===== config.mk =====
export PLATFORM = sky130hd
export DESIGN_NAME = adapter_1_to_4
export DESIGN_NICKNAME = d
export VERILOG_FILES = /design/src/rtl/adapter_1_to_4_pkg.sv /design/src/rtl/adapter_1_to_4_slice_select.sv /design/src/rtl/adapter_1_to_4.sv
export SDC_FILE = /design/constraint.sdc
export NUM_CORES = 1
export LEC_CHECK = 0
export ABC_AREA = 1
export ABC_CLOCK_PERIOD_IN_PS = 2100
export CORE_ASPECT_RATIO = 0.8
export CORE_MARGIN = 5
export CORE_UTILIZATION = 25
export CTS_CLUSTER_DIAMETER = 60
export DETAILED_ROUTE_END_ITERATION = 10
export HOLD_SLACK_MARGIN = 0.05
export SETUP_SLACK_MARGIN = 0.05
export SYNTH_ARGS = -nofsm -noshare
export SYNTH_HDL_FRONTEND = slang
export SYNTH_SLANG_ARGS = --single-unit

===== constraint.sdc =====
create_clock -name clk -period 2.1 [get_ports clk]
set_input_delay 0.21 -clock clk [delete_from_list [all_inputs] [get_ports clk]]
set_output_delay 0.21 -clock clk [all_outputs]
set_load 0.005 [all_outputs]

===== src/rtl/adapter_1_to_4_pkg.sv =====
// Shared constants and state encoding for the 1-to-4 unpacking adapter.
// Default widths match adapter_4_to_1 so that both ends agree on lane order.
package adapter_1_to_4_pkg;

  localparam int unsigned DATA_WIDTH_DEF = 16;
  localparam int unsigned N_OUTPUTS_DEF  = 4;

  typedef enum logic {
    ST_IDLE = 1'b0,
    ST_SEND = 1'b1
  } state_t;

  // Lane index width, never narrower than one bit.
  function automatic int unsigned lane_width(input int unsigned n);
    return (n > 1) ? $clog2(n) : 1;
  endfunction

endpackage


===== src/rtl/adapter_1_to_4_slice_select.sv =====
// Combinational N_OUTPUTS:1 mux picking one DATA_WIDTH slice out of a packed word.
// Lane 0 is the least-significant slice.
module slice_select
  import adapter_1_to_4_pkg::*;
#(
  parameter int unsigned DATA_WIDTH = DATA_WIDTH_DEF,
  parameter int unsigned N_OUTPUTS  = N_OUTPUTS_DEF,
  parameter int unsigned LANE_W     = lane_width(N_OUTPUTS_DEF)
) (
  input  logic [N_OUTPUTS*DATA_WIDTH-1:0] word,
  input  logic [LANE_W-1:0]               lane,
  output logic [DATA_WIDTH-1:0]           slice_c
);

  always_comb begin
    slice_c = '0;
    for (int unsigned i = 0; i < N_OUTPUTS; i++) begin
      if (lane == LANE_W'(i)) slice_c = word[i*DATA_WIDTH +: DATA_WIDTH];
    end
  end

endmodule


===== src/rtl/adapter_1_to_4.sv =====
// Unpacks one N_OUTPUTS*DATA_WIDTH word per handshake into per-cycle slices, lane 0 first.
// Define ADAPTER_1_TO_4_BACK2BACK_EN to accept the next word on the last-slice handshake.
module adapter_1_to_4
  import adapter_1_to_4_pkg::*;
#(
  parameter  int unsigned DATA_WIDTH = DATA_WIDTH_DEF,
  parameter  int unsigned N_OUTPUTS  = N_OUTPUTS_DEF,
  localparam int unsigned LANE_W     = lane_width(N_OUTPUTS),
  localparam int unsigned WORD_W     = N_OUTPUTS * DATA_WIDTH
) (
  input  logic                  clk,
  input  logic                  reset_L,
  input  logic [WORD_W-1:0]     r,
  input  logic                  r_valid,
  output logic                  r_ready,
  output logic [DATA_WIDTH-1:0] data_out,
  output logic                  valid_out,
  input  logic                  ready_in,
  output logic [LANE_W-1:0]     lane_out,
  output logic                  last_out
);

  localparam logic [LANE_W-1:0] LAST_LANE = LANE_W'(N_OUTPUTS - 1);

  state_t                  state, state_n;
  logic [WORD_W-1:0]       word, word_n;
  logic [LANE_W-1:0]       lane_n;
  logic                    valid_n;
  logic                    last_n;
  logic [DATA_WIDTH-1:0]   slice_c;
  logic                    accept_c;

  // Held low during reset so nothing is taken while the block is being cleared.
`ifdef ADAPTER_1_TO_4_BACK2BACK_EN
  assign r_ready = reset_L && ((state == ST_IDLE) || (last_out && ready_in));
`else
  assign r_ready = reset_L && (state == ST_IDLE);
`endif

  assign accept_c = r_valid && r_ready;

  always_comb begin
    state_n = state;
    word_n  = word;
    lane_n  = lane_out;
    valid_n = valid_out;
    case (state)
      ST_IDLE: begin
        valid_n = 1'b0;
        lane_n  = '0;
        if (accept_c) begin
          word_n  = r;
          state_n = ST_SEND;
          valid_n = 1'b1;
        end
      end
      ST_SEND: begin
        if (ready_in) begin
          if (lane_out == LAST_LANE) begin
            lane_n = '0;
`ifdef ADAPTER_1_TO_4_BACK2BACK_EN
            if (accept_c) begin
              word_n = r;
            end else begin
              state_n = ST_IDLE;
              valid_n = 1'b0;
            end
`else
            state_n = ST_IDLE;
            valid_n = 1'b0;
`endif
          end else begin
            lane_n = lane_out + LANE_W'(1);
          end
        end
      end
      default: begin
        state_n = ST_IDLE;
        valid_n = 1'b0;
        lane_n  = '0;
      end
    endcase
    last_n = valid_n && (lane_n == LAST_LANE);
  end

  // Next slice is selected from the next word/lane so data_out can be registered.
  slice_select #(
    .DATA_WIDTH (DATA_WIDTH),
    .N_OUTPUTS  (N_OUTPUTS),
    .LANE_W     (LANE_W)
  ) u_slice_select (
    .word    (word_n),
    .lane    (lane_n),
    .slice_c (slice_c)
  );

  always_ff @(posedge clk or negedge reset_L) begin
    if (!reset_L) begin
      state     <= ST_IDLE;
      word      <= '0;
      lane_out  <= '0;
      data_out  <= '0;
      valid_out <= 1'b0;
      last_out  <= 1'b0;
    end else begin
      state     <= state_n;
      word      <= word_n;
      lane_out  <= lane_n;
      data_out  <= valid_n ? slice_c : '0;
      valid_out <= valid_n;
      last_out  <= last_n;
    end
  end

endmodule


Yosys cells after proc, flatten, opt, wreduce, memory -nomap -nowiden. Cells that the tools add are included.

Shifts and indexed selects: 0. Bitwise logic cells: 1. Multipliers: 0. $lt $le $gt $ge: 0. Eq/ne operators: 4. Multiplexer cells: 17. Add/subtract/negate cells: 1. Reduce and logical (&&, ||, !) cells: 4. Divide/modulo/power cells: 0.

Operators by type and width (count): two-way mux 64 bit (2); two-way mux 16 bit (5); == test 2 bit, second input constant (3); two-way mux 1 bit (5); two-way mux 2 bit (2); case mux 1 bit (2 select lines) (2); case mux 2 bit (2 select lines) (1); logical AND 1 bit (3); adder 2 x 1 -> 2 bit, second input constant (1); == test 2 x 1 -> 1 bit, second input constant (1); logical NOT 2 bit (1); NOT 1 bit (1).

Bits in latches: 0. Memories: 0. RAM bits: 0. Register bits after elaboration: 85. Input port bits: 68. Output and inout bits: 21. Memory bits (read-only): 0.

Logic depth before layout (Yosys ltp). Gate-level depths: netlist (run 1).

Depth after elaboration: 10. Depth in mapped cells: 11. Mapped depth without buffers: 10.

Cells and area by module. From an unflattened synthesis (run 1), not the netlist that was laid out.

Cell total of the unflattened synthesis: 448. Area total of the unflattened synthesis: 3856.2 µm².

Modules (own cells, without submodules): adapter_1_to_4 (seq. area each 2127.0 µm², area each 3329.4 µm², times used 1, cells an instance 354); slice_select (seq. area each 0.0 µm², area each 526.8 µm², times used 1, cells an instance 94).

Worst setup path before layout (run 1). No wires, ideal clock.

Path type: reg2reg. From: register lane_out[0]. To: register data_out[9]. Path buffers: 1. Data required time: 1.984 ns. Arrival: 1.436 ns. Slack: 0.547 ns. Period minus slack after synthesis: 1.553 ns. Cell stages (with the launch flop): 11. Library setup time: 0.116 ns. Path through: dfrtp_1 -> ha_1 -> inv_1 -> nand2_1 -> nand3_4 -> buf_2 -> nand2_1 -> nor2_1 -> nor2_1 -> nand2_1 -> nand2_1.

Longest elaborated chain between the ends: 10. Elaborated cells on any way between the ends: 17. Those cells by class: add/sub (1); eq/ne (4); mux (11); reduce/logical (1).

RTL lines: start, declared (line adapter_1_to_4.sv:19) `output logic [LANE_W-1:0] lane_out,`; start signal, assigned (line adapter_1_to_4.sv:108) `lane_out <= lane_n;`; adder 2 x 1 -> 2 bit or == test 2 bit (tied branches) (line adapter_1_to_4.sv:73, adapter_1_to_4.sv:59); two-way mux 2 bit (line adapter_1_to_4.sv:59) `if (lane_out == LAST_LANE) begin`; two-way mux 2 bit (line adapter_1_to_4.sv:58) `if (ready_in) begin`; case mux 2 bit (2 select lines) (line adapter_1_to_4.sv:47) `case (state)`; logical NOT 2 bit (line adapter_1_to_4_slice_select.sv:18) `if (lane == LANE_W'(i)) slice_c = word[i*DATA_WIDTH +: DATA_WIDTH];`; two-way mux 16 bit (4 in series) (line adapter_1_to_4_slice_select.sv:18); two-way mux 16 bit * (line adapter_1_to_4.sv:109) `data_out <= valid_n ? slice_c : '0;`; end signal, assigned (line adapter_1_to_4.sv:109); end, declared (line adapter_1_to_4.sv:16) `output logic [DATA_WIDTH-1:0] data_out,`.

Every way passes the cells marked *; elsewhere a longest branch is shown, timed or not.

Worst setup path in the final report (run 1).
From: input port reset_L. To: output port r_ready.

Longest elaborated chain between the ends: 1.

RTL lines: start, declared (line adapter_1_to_4.sv:12) `input logic reset_L,`; logical AND 1 bit (line adapter_1_to_4.sv:37) `assign r_ready = reset_L && (state == ST_IDLE);`; end, declared (line adapter_1_to_4.sv:15) `output logic r_ready,`.

No other way between the ends.

==> key figures, run 1 <==
Run status
  – Status: complete, no violations

Clock tree
  – Clk slew on worst S/H paths: 0.06 ns
  – CTS Buf Count: 9
  – CTS root buf: clkbuf_16
  – Worst-Skew Late Latency: 0.33 ns
  – CTS tree: done
  – Clk sinks: 85
  – Maximum level of the CTS H-tree: 3
  – CTS Buffer Depth: 2

Detailed routing
  – Antenna viol nets, final: 0
  – Routed via count: 3317
  – WL/cell: 14.40 um
  – Drc violations: 0
  – Routed wire length: 11390 um
  – Routed vias/inst: 4.193
  – Drt pass-1 iters: 4
  – DR iter-0 viols: 196

Yosys
  – Cells after synthesis: 489
  – Top-count cell post-synth: nand2_1
  – Yosys top cell area share: 53.27%
  – Sequential fraction of the synthesis area: 53.27%
  – #FFs+latches synth: 85
  – Syn avg cell area: 8.165 um2
  – Post-synth top cells: nand2_1 (175), dfrtp_1 (85), inv_1 (47)
  – Post-synth top area cell: dfrtp_1
  – Netlist Area Pre-Place: 3993 um2
  – Synth Warn #: 0
  – Synth area leaders: dfrtp_1 (53%), nand2_1 (16%), nand3_1 (5.3%)
  – Ys async rst share: 100.0%
  – Unique masters post-synth: 21
  – Top_reg_cell synth: dfrtp_1
  – Synth Net Count: 558
  – Post-synth EDFFs: 0

Timing
  – Clk_skew: 0.005532 ns
  – Slew headroom: 70.31%
  – Finish-stage setup viols: 0
  – Slew Limit Fails: 0
  – Fin Setup TNS: 0 ns
  – Worst Hold Slack: 0.4602 ns
  – Final Hold Viols: 0
  – Final period utilization: 88.96%
  – Final period demand of the worst path: 1.868 ns
  – RSZ-0062 raised after global routing: no
  – Fmax: 535.3 MHz
  – Worst-Margin Slew: 0.4437 ns

Setup path
  – CP Cell Sequence: dlygate4sd3_1 > buf_4 > inv_1 > nor2_1 > clkdlybuf4s50_1
  – Reg-to-Reg Start: lane_out[0]
  – Crit path DAT: 1.66 ns
  – R2r endpoint: data_out[4]
  – Slowest-stage cell, CP: dlygate4sd3_1
  – Critical Path End: r_ready
  – Worst setup EP type: primary output
  – Critical path peak fanout: 6
  – Critical path launch point type: input port
  – Crit path from: reset_L
  – Crit path kind: input port to primary output
  – Worst Reg-to-Reg Cells: 9
  – R2r setup slk: 0.26 ns
  – CP required: 1.89 ns
  – Worst path max stage delay: 0.53 ns

Global route
  – Remaining Overflow, GRT: 0
  – First-pass GRT wire length: 18260 um
  – Global-route usage over all layers: 12.93%
  – Largest net degree at the start of global routing: 63
  – Antenna violations before repair: 0
  – Vias in the first global route: 3319

Floorplan
  – Die area: 18610 um2
  – Ports: 89
  – Core Rows: 41
  – Core outline area: 15750 um2
  – Die Y-Extent: 123.0 um
  – Initial Utilization: 25.35%
  – Die X: 151.3 um

Finish
  – Final core utilization: 33.88%
  – Post-Layout Cell Count: 791
  – Area grow syn2layout: 33.66%
  – Nets: 643
  – Inserted Diodes: 0
  – Share of post-route cells with drive strength above 1: 6.424%

Power
  – Static Leak: 2.688 nW
  – Peak supply drop: 0.4883 mV
  – Power per cell area: 1327 nW/um2

Place
  – Inst Count DP: 777
  – IO buf count: 88
  – GP Congestion: 0.7738
  – DP Wirelength: 8345 um

Flow run
  – Max-cap violation count: 0

Worst hold path
  – Hold crit path type: input port to flip-flop
[state kept, by name, summed over array words and instances, names as in the netlist]
name and count:
word 64, data_out 16, lane_out 2, last_out 1, state 1, valid_out 1
[cell type report]
class,count,area [um2]
clock inverters,3,40.04
multi-input cells,325,1464
inverters,51,196.4
clock buffers,10,229.0
flip-flops and latches,85,2127
repair buffers,102,1011
fillers,1641,10410
well taps,215,269.0
[metrics by stage]
| stage | setup WS (ns) | cell area [um2] | total power [mW] |
|---|---|---|---|
| after floorplan | 0.5473 | 3993 | 4.585 |
| after global placement | 0.1825 | 5057 | 5.608 |
| after detailed placement | 0.1742 | 5057 | 5.644 |
| after CTS | 0.2094 | 5336 | 7.185 |
| after global routing | 0.1113 | 5336 | 7.718 |
| final | 0.2317 | 5336 | 7.080 |
[cell usage in the layout (no fill, tap or decap), types with 9 or more instances in the layout]
cell type and instances:
o21ai_0 13, buf_4 12, nand2_1 175, clkdlybuf4s50_1 87
clkbuf_16 9, dfrtp_1 85, inv_1 47, nor2_1 39
nand3_1 42, nand4_1 26, o21ai_1 22
[worst max-delay path: cells and delay by family]
kind	cells	cell delay [ns]
buffers and inverters	4	1.31
and+or+nand+nor	1	0.13
[worst min path at each step]
stage,start,to,slack [ns],cells past startpoint
floorplan,reset_L,data_out[0],-0.09,0
global placement,reset_L,word[53],0.32,2
detailed placement,reset_L,word[53],0.32,2
CTS,r[9],word[9],0.44,3
global route,r[44],word[44],0.45,3
finish,r[9],word[9],0.46,3
[routing by layer]
metal,up-vias,wire length [um],global-route usage (%)
met5,-,0,0
met2,101,4791,18.12
li1,1705,-,-
met1,1499,5631,18.91
met4,0,159,3.228
met3,12,806,4.544
[what timing repair did]
| action | CTS | global route |
|---|---|---|
| hold buffers | 1 | 0 |
| gates resized for setup | 0 | 0 |
| endpoints found under the setup margin | 0 | 0 |
| buffers inserted | 0 | 0 |
| hold endpoints to repair | 60 | 0 |
[report_power, final]
| part | switching, mW | internal (mW) |
|---|---|---|
| registers | 0.261 | 2.36 |
| clock network | 0.593 | 0.897 |
| logic | 1.81 | 1.15 |
| total | 2.67 | 4.41 |
[logic make-up (layout without fill, tap and decap cells)]
logic type,after synthesis,in the layout,synth area share (%)
and+or+nand+nor,288,288,31.56
DFF,85,85,53.27
buffers and inverters,79,166,10.06
AOI/OAI and AO/OA,36,36,4.795
adders and majority gates,1,1,0.3133
Note: power is estimated with default switching activity, not from simulation.
==> run 2: changes to the inputs <==
Settings changed: ABC_CLOCK_PERIOD_IN_PS 2100 to 1550, CORE_UTILIZATION 25 to 41, CTS_BUF_LIST from default to sky130_fd_sc_hd__clkbuf_8, PLACE_DENSITY from default to 0.7.
Clock period 2.1 ns to 1.55 ns, I/O delays scaled along.
==> run 2 against run 1 <==
  * The run now ends with setup timing left
  * Cell count shrank 6.2%
  * Non-clock buffer count increased by 42
  * Final area grew 9.4%
  * Core utilization increased by 27 points
  * Count of clock-buffer cells in the layout is the same
  * Total power increased by 51%
  * Sequential power up 34%
  * Hold slack worse by 0.11 ns
  * Via count grew 10%
  * Critical endpoint is now data_out[9]
==> key figures, run 2 (same netlist as run 1, synthesis figures left out) <==
Run status
  – Status: finished, violations left
  – Failing checks: setup timing

Detailed routing
  – Drt pass-1 iters: 5 (+1)
  – Drc violations: 0 (unchanged)
  – Routed vias/inst: 4.923 (+17%)
  – Antenna viol nets, final: 0 (unchanged)
  – DR iter-0 viols: 286 (+46%)
  – Routed wire length: 11530 um (+1.3%)
  – Routed via count: 3653 (+10%)
  – WL/cell: 15.54 um (+8.0%)

Setup path
  – Critical path launch point type: flip-flop
  – Crit path kind: flip-flop to flip-flop
  – Worst setup EP type: flip-flop
  – CP required: 1.80 ns (-0.09 ns)
  – Critical path peak fanout: 27 (+21)
  – Crit path DAT: 1.94 ns (+0.28 ns)

Floorplan
  – Core outline area: 9569 um2 (-39%)
  – Initial Utilization: 41.72% (+16 points)
  – Die X: 120.3 um (-20%)
  – Ports: 89 (unchanged)
  – Die Y-Extent: 98.27 um (-20%)
  – Core Rows: 32 (-22%)
  – Die area: 11820 um2 (-36%)

Worst hold path
  – Hold crit path type: input port to async pin

Clock tree
  – Clk sinks: 85 (unchanged)
  – CTS Buf Count: 9 (unchanged)
  – Worst-Skew Late Latency: 0.35 ns (+0.02 ns)
  – Clk slew on worst S/H paths: 0.09 ns (+0.03 ns)
  – CTS tree: done
  – CTS root buf: clkbuf_8
  – CTS Buffer Depth: 2 (unchanged)
  – Maximum level of the CTS H-tree: 3 (unchanged)

Timing
  – Clk_skew: 0.006793 ns (+0.001260 ns)
  – Worst-Margin Slew: 0.5793 ns (+0.1356 ns)
  – Slew headroom: 61.38% (-8.9 points)
  – Fmax: 592.8 MHz
  – Final WS setup: -0.1369 ns (-0.3686 ns)
  – RSZ-0062 raised after global routing: yes
  – Finish-stage setup viols: 17 (+17)
  – Worst Hold Slack: 0.3489 ns (-0.1114 ns)
  – Final Hold Viols: 0 (unchanged)
  – Final period demand of the worst path: 1.687 ns
  – Fin Setup TNS: -1.390 ns (-1.390 ns)
  – Slew Limit Fails: 0 (unchanged)
  – Final period utilization: 108.8%

Finish
  – Final core utilization: 61.02% (+27 points)
  – Fill count: 786 (-52%)
  – Most flops, register: word
  – Area grow syn2layout: 46.26%
  – Largest regs: word: 64 flops, data_out: 16 flops, lane_out: 2 flops
  – Inserted Diodes: 0 (unchanged)
  – Design Area, Final: 5839 um2 (+9.4%)
  – Most common cell after layout, fill and taps aside: nand2_1
  – Max reg flops: 64 (unchanged)
  – Most frequent cells in the layout: nand2_1 (161), dfrtp_1 (85), clkdlybuf4s50_1 (84)
  – Nets: 687 (+6.8%)
  – Post-Layout Cell Count: 742 (-6.2%)
  – Share of post-route cells with drive strength above 1: 19.58% (+13 points)

Place
  – Inst Count DP: 701 (-9.8%)
  – GP Congestion: 0.8478 (+9.6%)
  – DP Wirelength: 7885 um (-5.5%)
  – Dpl cell area: 5115 um2 (+1.1%)
  – IO buf count: 88 (unchanged)
  – Setup WS pre-CTS: -0.2968 ns (-0.4709 ns)

Global route
  – Largest net degree at the start of global routing: 46 (-27%)
  – Global-route usage over all layers: 18.85% (+5.9 points)
  – Remaining Overflow, GRT: 0 (unchanged)
  – Vias in the first global route: 3661 (+10%)
  – First-pass GRT wire length: 17710 um (-3.1%)
  – Antenna violations before repair: 0 (unchanged)

Power
  – Peak supply drop: 0.6099 mV (+25%)
  – Tot Pwr: 10.70 mW (+51%)
  – Power per cell area: 1832 nW/um2 (+38%)
  – Static Leak: 2.966 nW (+10%)

Flow run
  – Max-cap violation count: 0 (unchanged)
## run 2: timing repair
item                                   in CTS  in global routing
hold buffers                                1                  0
setup buffers                               8                 10
gates resized for setup                    16                 54
endpoints found under the hold margin      32                  0
pin swaps                                   1                  8
cloned                                      2                  4
setup endpoints to repair                  20                 18
## run 2: worst paths after layout
check,end,slack [ns],cells past startpoint,startpoint
min in group clk,word[43],0.38,3,r[43]
min reg2reg,word[8],0.48,2,word[8]
min,word[28],0.35,3,reset_L
max reg2reg,data_out[9],-0.14,11,lane_out[1]
max,data_out[9],-0.14,11,lane_out[1]
max in group asynchronous,word[63],0.41,4,reset_L
## run 2: final cells by class
type | instances | area (um2) | area share, %
clock buffer | 10 | 137.6 | 2.357
clock inverter | 6 | 86.33 | 1.478
inverter | 51 | 203.9 | 3.493
multi-input combinational | 327 | 1647 | 28.20
sequential | 85 | 2127 | 36.43
tap | 119 | 148.9 | 2.550
timing repair buffer | 144 | 1489 | 25.50
## run 2: where the power goes
part | leakage (nW) | internal [mW] | switching, mW | total (mW)
Sequential | 1.04 | 3.19 | 0.329 | 3.52
Clock | 0.112 | 0.948 | 0.788 | 1.74
Combinational | 1.81 | 2.41 | 3.02 | 5.44
Total | 2.97 | 6.55 | 4.14 | 10.7
## run 2: worst max-delay path, stage by stage, from the launching register on
cell	delay [ns]
dfrtp_1	0.44
buf_4	0.15
buf_4	0.13
inv_2	0.05
nand2_2	0.06
nand3_4	0.18
buf_12	0.19
nand2_2	0.09
nor2_2	0.12
nor2_1	0.05
nand2_1	0.06
nand2_1	0.05
## run 2: routing by layer
metal	wire (um)	global-route usage [%]	vias to the layer above	share of wire, %
met5	0	0	-	0
met4	291	5.139	0	2.5
met3	748	6.196	20	6.5
met2	5468	30.35	132	47
met1	5025	24.58	1696	44
li1	-	-	1805	-
==> run 3: changes to the inputs <==
Settings changed: GPL_TIMING_DRIVEN from default to 0.
==> run 3 against run 2 <==
  * The flow still finishes with violations (setup timing)
  * First-iteration DRC count rose by 13%
  * Wire length up 3.9%
  * Via count grew 3.9%
  * Critical endpoint is now data_out[4]
  * Sequential cell count unchanged
  * Die area did not move
  * Fmax down 4.7%
  * Hold slack got worse by 0.079 ns
  * Final area grew 0.45%
  * Worst setup slack lost 0.084 ns
  * Clock power decreased by 16%
  * Largest power group unchanged
==> key figures, run 3 (same netlist as run 1, synthesis figures left out) <==
Clock tree
  – Worst-Skew Late Latency: 0.37 ns (+0.02 ns)
  – CTS tree: done
  – Clk sinks: 85 (unchanged)
  – Clk slew on worst S/H paths: 0.09 ns (about the same)
  – Maximum level of the CTS H-tree: 3 (unchanged)
  – CTS Buffer Depth: 2 (unchanged)
  – CTS root buf: clkbuf_8
  – CTS Buf Count: 9 (unchanged)

Place
  – IO buf count: 88 (unchanged)
  – DP Wirelength: 8015 um (+1.7%)
  – GP Congestion: 0.8838 (+4.2%)

Setup path
  – Slowest-stage cell, CP: dfrtp_1
  – Critical path launch point type: flip-flop
  – Worst Reg-to-Reg Cells: 11 (unchanged)
  – CP required: 1.81 ns (about the same)
  – R2r setup slk: -0.22 ns (-0.08 ns)
  – CP Cell Sequence: buf_4 > inv_1 > nand2_1 > nand3_4 > buf_12 > clkinv_8 > nand2_8 > buf_6 > nand2_2 > nor2_4 > nor2_1
  – Worst path max stage delay: 0.44 ns (about the same)
  – Crit path kind: flip-flop to flip-flop
  – Critical path peak fanout: 6 (-78%)
  – Worst setup EP type: flip-flop
  – Crit path DAT: 2.03 ns (+0.09 ns)

Global route
  – Met1 GRT Util: 27.88% (+3.3 points)
  – Layer with the highest usage: met2
  – Vias in the first global route: 3760 (+2.7%)
  – M3 GR Usage: 5.211% (-0.98 points)
  – Global-route usage over all layers: 19.86% (+1.0 points)
  – First-pass GRT wire length: 18530 um (+4.7%)
  – Largest net degree at the start of global routing: 46 (unchanged)
  – Antenna violations before repair: 0 (unchanged)
  – Remaining Overflow, GRT: 0 (unchanged)
  – M2 GR Usage: 30.14% (-0.22 points)

Timing
  – Fin Setup TNS: -2.875 ns (-1.485 ns)
  – Worst Hold Slack: 0.2698 ns (-0.07911 ns)
  – Clk_skew: 0.01539 ns (+0.008597 ns)
  – Final Hold Viols: 0 (unchanged)
  – Final period demand of the worst path: 1.771 ns (+0.08404 ns)
  – Slew headroom: 76.58% (+15 points)
  – Final WS setup: -0.2209 ns (-0.08404 ns)
  – Slew Limit Fails: 0 (unchanged)
  – Worst-Margin Slew: 0.3513 ns (-0.2280 ns)
  – Final period utilization: 114.3% (+5.4 points)
  – Fmax: 564.7 MHz (-4.7%)
  – RSZ-0062 raised after global routing: yes
  – Finish-stage setup viols: 17 (unchanged)

Detailed routing
  – Routed wire length: 11990 um (+3.9%)
  – Antenna viol nets, final: 0 (unchanged)
  – Drt pass-1 iters: 5 (unchanged)
  – Routed vias/inst: 5.123 (+4.1%)
  – Routed via count: 3796 (+3.9%)
  – DR iter-0 viols: 322 (+13%)
  – Drc violations: 0 (unchanged)
  – WL/cell: 16.18 um (+4.1%)

Power
  – Tot Pwr: 10.94 mW (+2.3%)
  – Power per cell area: 1866 nW/um2 (+1.8%)
  – Peak supply drop: 0.7235 mV (+19%)
  – Static Leak: 2.961 nW (-0.15%)

Floorplan
  – Die X: 120.3 um (unchanged)
  – Initial Utilization: 41.72% (unchanged)
  – Ports: 89 (unchanged)
  – Core Rows: 32 (unchanged)
  – Die Y-Extent: 98.27 um (unchanged)
  – Die area: 11820 um2 (unchanged)
  – Core outline area: 9569 um2 (unchanged)

Finish
  – Largest regs: word: 64 flops, data_out: 16 flops, lane_out: 2 flops
  – Share of post-route cells with drive strength above 1: 23.63% (+4.1 points)
  – Most frequent cells in the layout: nand2_1 (155), dfrtp_1 (85), clkdlybuf4s50_1 (85)
  – Final core utilization: 61.30% (+0.27 points)
  – Most flops, register: word
  – Area grow syn2layout: 46.91%
  – Fill count: 785 (-0.13%)
  – Most common cell after layout, fill and taps aside: nand2_1
  – Inserted Diodes: 0 (unchanged)
  – Sequential cell area: 2127 um2 (unchanged)
  – Multi-input logic area: 1729 um2 (+5.0%)
  – Max reg flops: 64 (unchanged)
  – Nets: 686 (-0.15%)

Worst hold path
  – Hold Path Stages: 4
  – Hold crit path type: input port to flip-flop

Flow run
  – Max-cap violation count: 0 (unchanged)

Run status
  – Status: finished, violations left
  – Failing checks: setup timing
[run 3: cell count changes in the layout (fill, tap and decap cells not counted), moves of 4 or more]
| cell | delta |
|---|---|
| o21ai_1 | -4 |
| nand2_2 | +8 |
| nand2_1 | -6 |
| nor2_1 | -8 |
| buf_8 | +8 |
| buf_2 | +10 |
| nor2_2 | +5 |
| buf_4 | -16 |
| o21ai_2 | +5 |
| nand3_2 | +11 |
| nand3_1 | -11 |
[run 3: final timing paths]
path | to | startpoint
max | data_out[4] | lane_out[1]
min | word[31] | reset_L
max reg2reg | data_out[4] | lane_out[1]
min reg2reg | word[8] | word[8]
max in group asynchronous | word[60] | reset_L
min in group asynchronous | word[17] | reset_L
[run 3: routing by layer]
layer  share of wire [%]  up-vias
met5                   0        -
met4                 2.5        0
met3                 7.5       30
met2                  47      145
met1                  43     1820
li1                    -     1801
[run 3: cell type report]
class	count	share of cell area [%]
Clock inverter	5	0.5973
Sequential cell	85	36.26
Clock buffer	11	2.581
Timing Repair Buffer	116	20.56
Tap cell	119	2.538
Multi-Input combinational cell	326	29.48
Inverter	51	3.605
Buffer	28	4.373
[run 3: critical path: cells and delay by family (launching register included)]
| kind | cells | cell delay [ns] |
|---|---|---|
| and+or+nand+nor | 6 | 0.62 |
| buffers and inverters | 5 | 0.62 |
| DFF | 1 | 0.44 |
[run 3: what timing repair did]
action / CTS / global route
pin swaps: 11 / 29
cloned: 2 / 1
setup endpoints to repair: 17 / 26
buffers inserted: 14 / 9
endpoints found under the hold margin: 85 / 0
hold buffers: 2 / 0
gates resized for setup: 43 / 67
[run 3: metrics by stage]
stage	setup slack [ns]	cell area [um2]	instances
floorplan	0.04856	3998	489
global placement	-3.496	5027	696
detailed placement	-0.4989	5045	697
CTS	-0.1182	5550	731
global route	-0.2564	5866	741
finish	-0.2209	5866	741
[run 3: report_power, final]
| part | total [mW] | switching, mW | internal, mW | leakage [nW] |
|---|---|---|---|---|
| combinational | 5.97 | 3.38 | 2.60 | 1.82 |
| clock | 1.47 | 0.804 | 0.669 | 0.0953 |
| sequential | 3.50 | 0.304 | 3.19 | 1.04 |
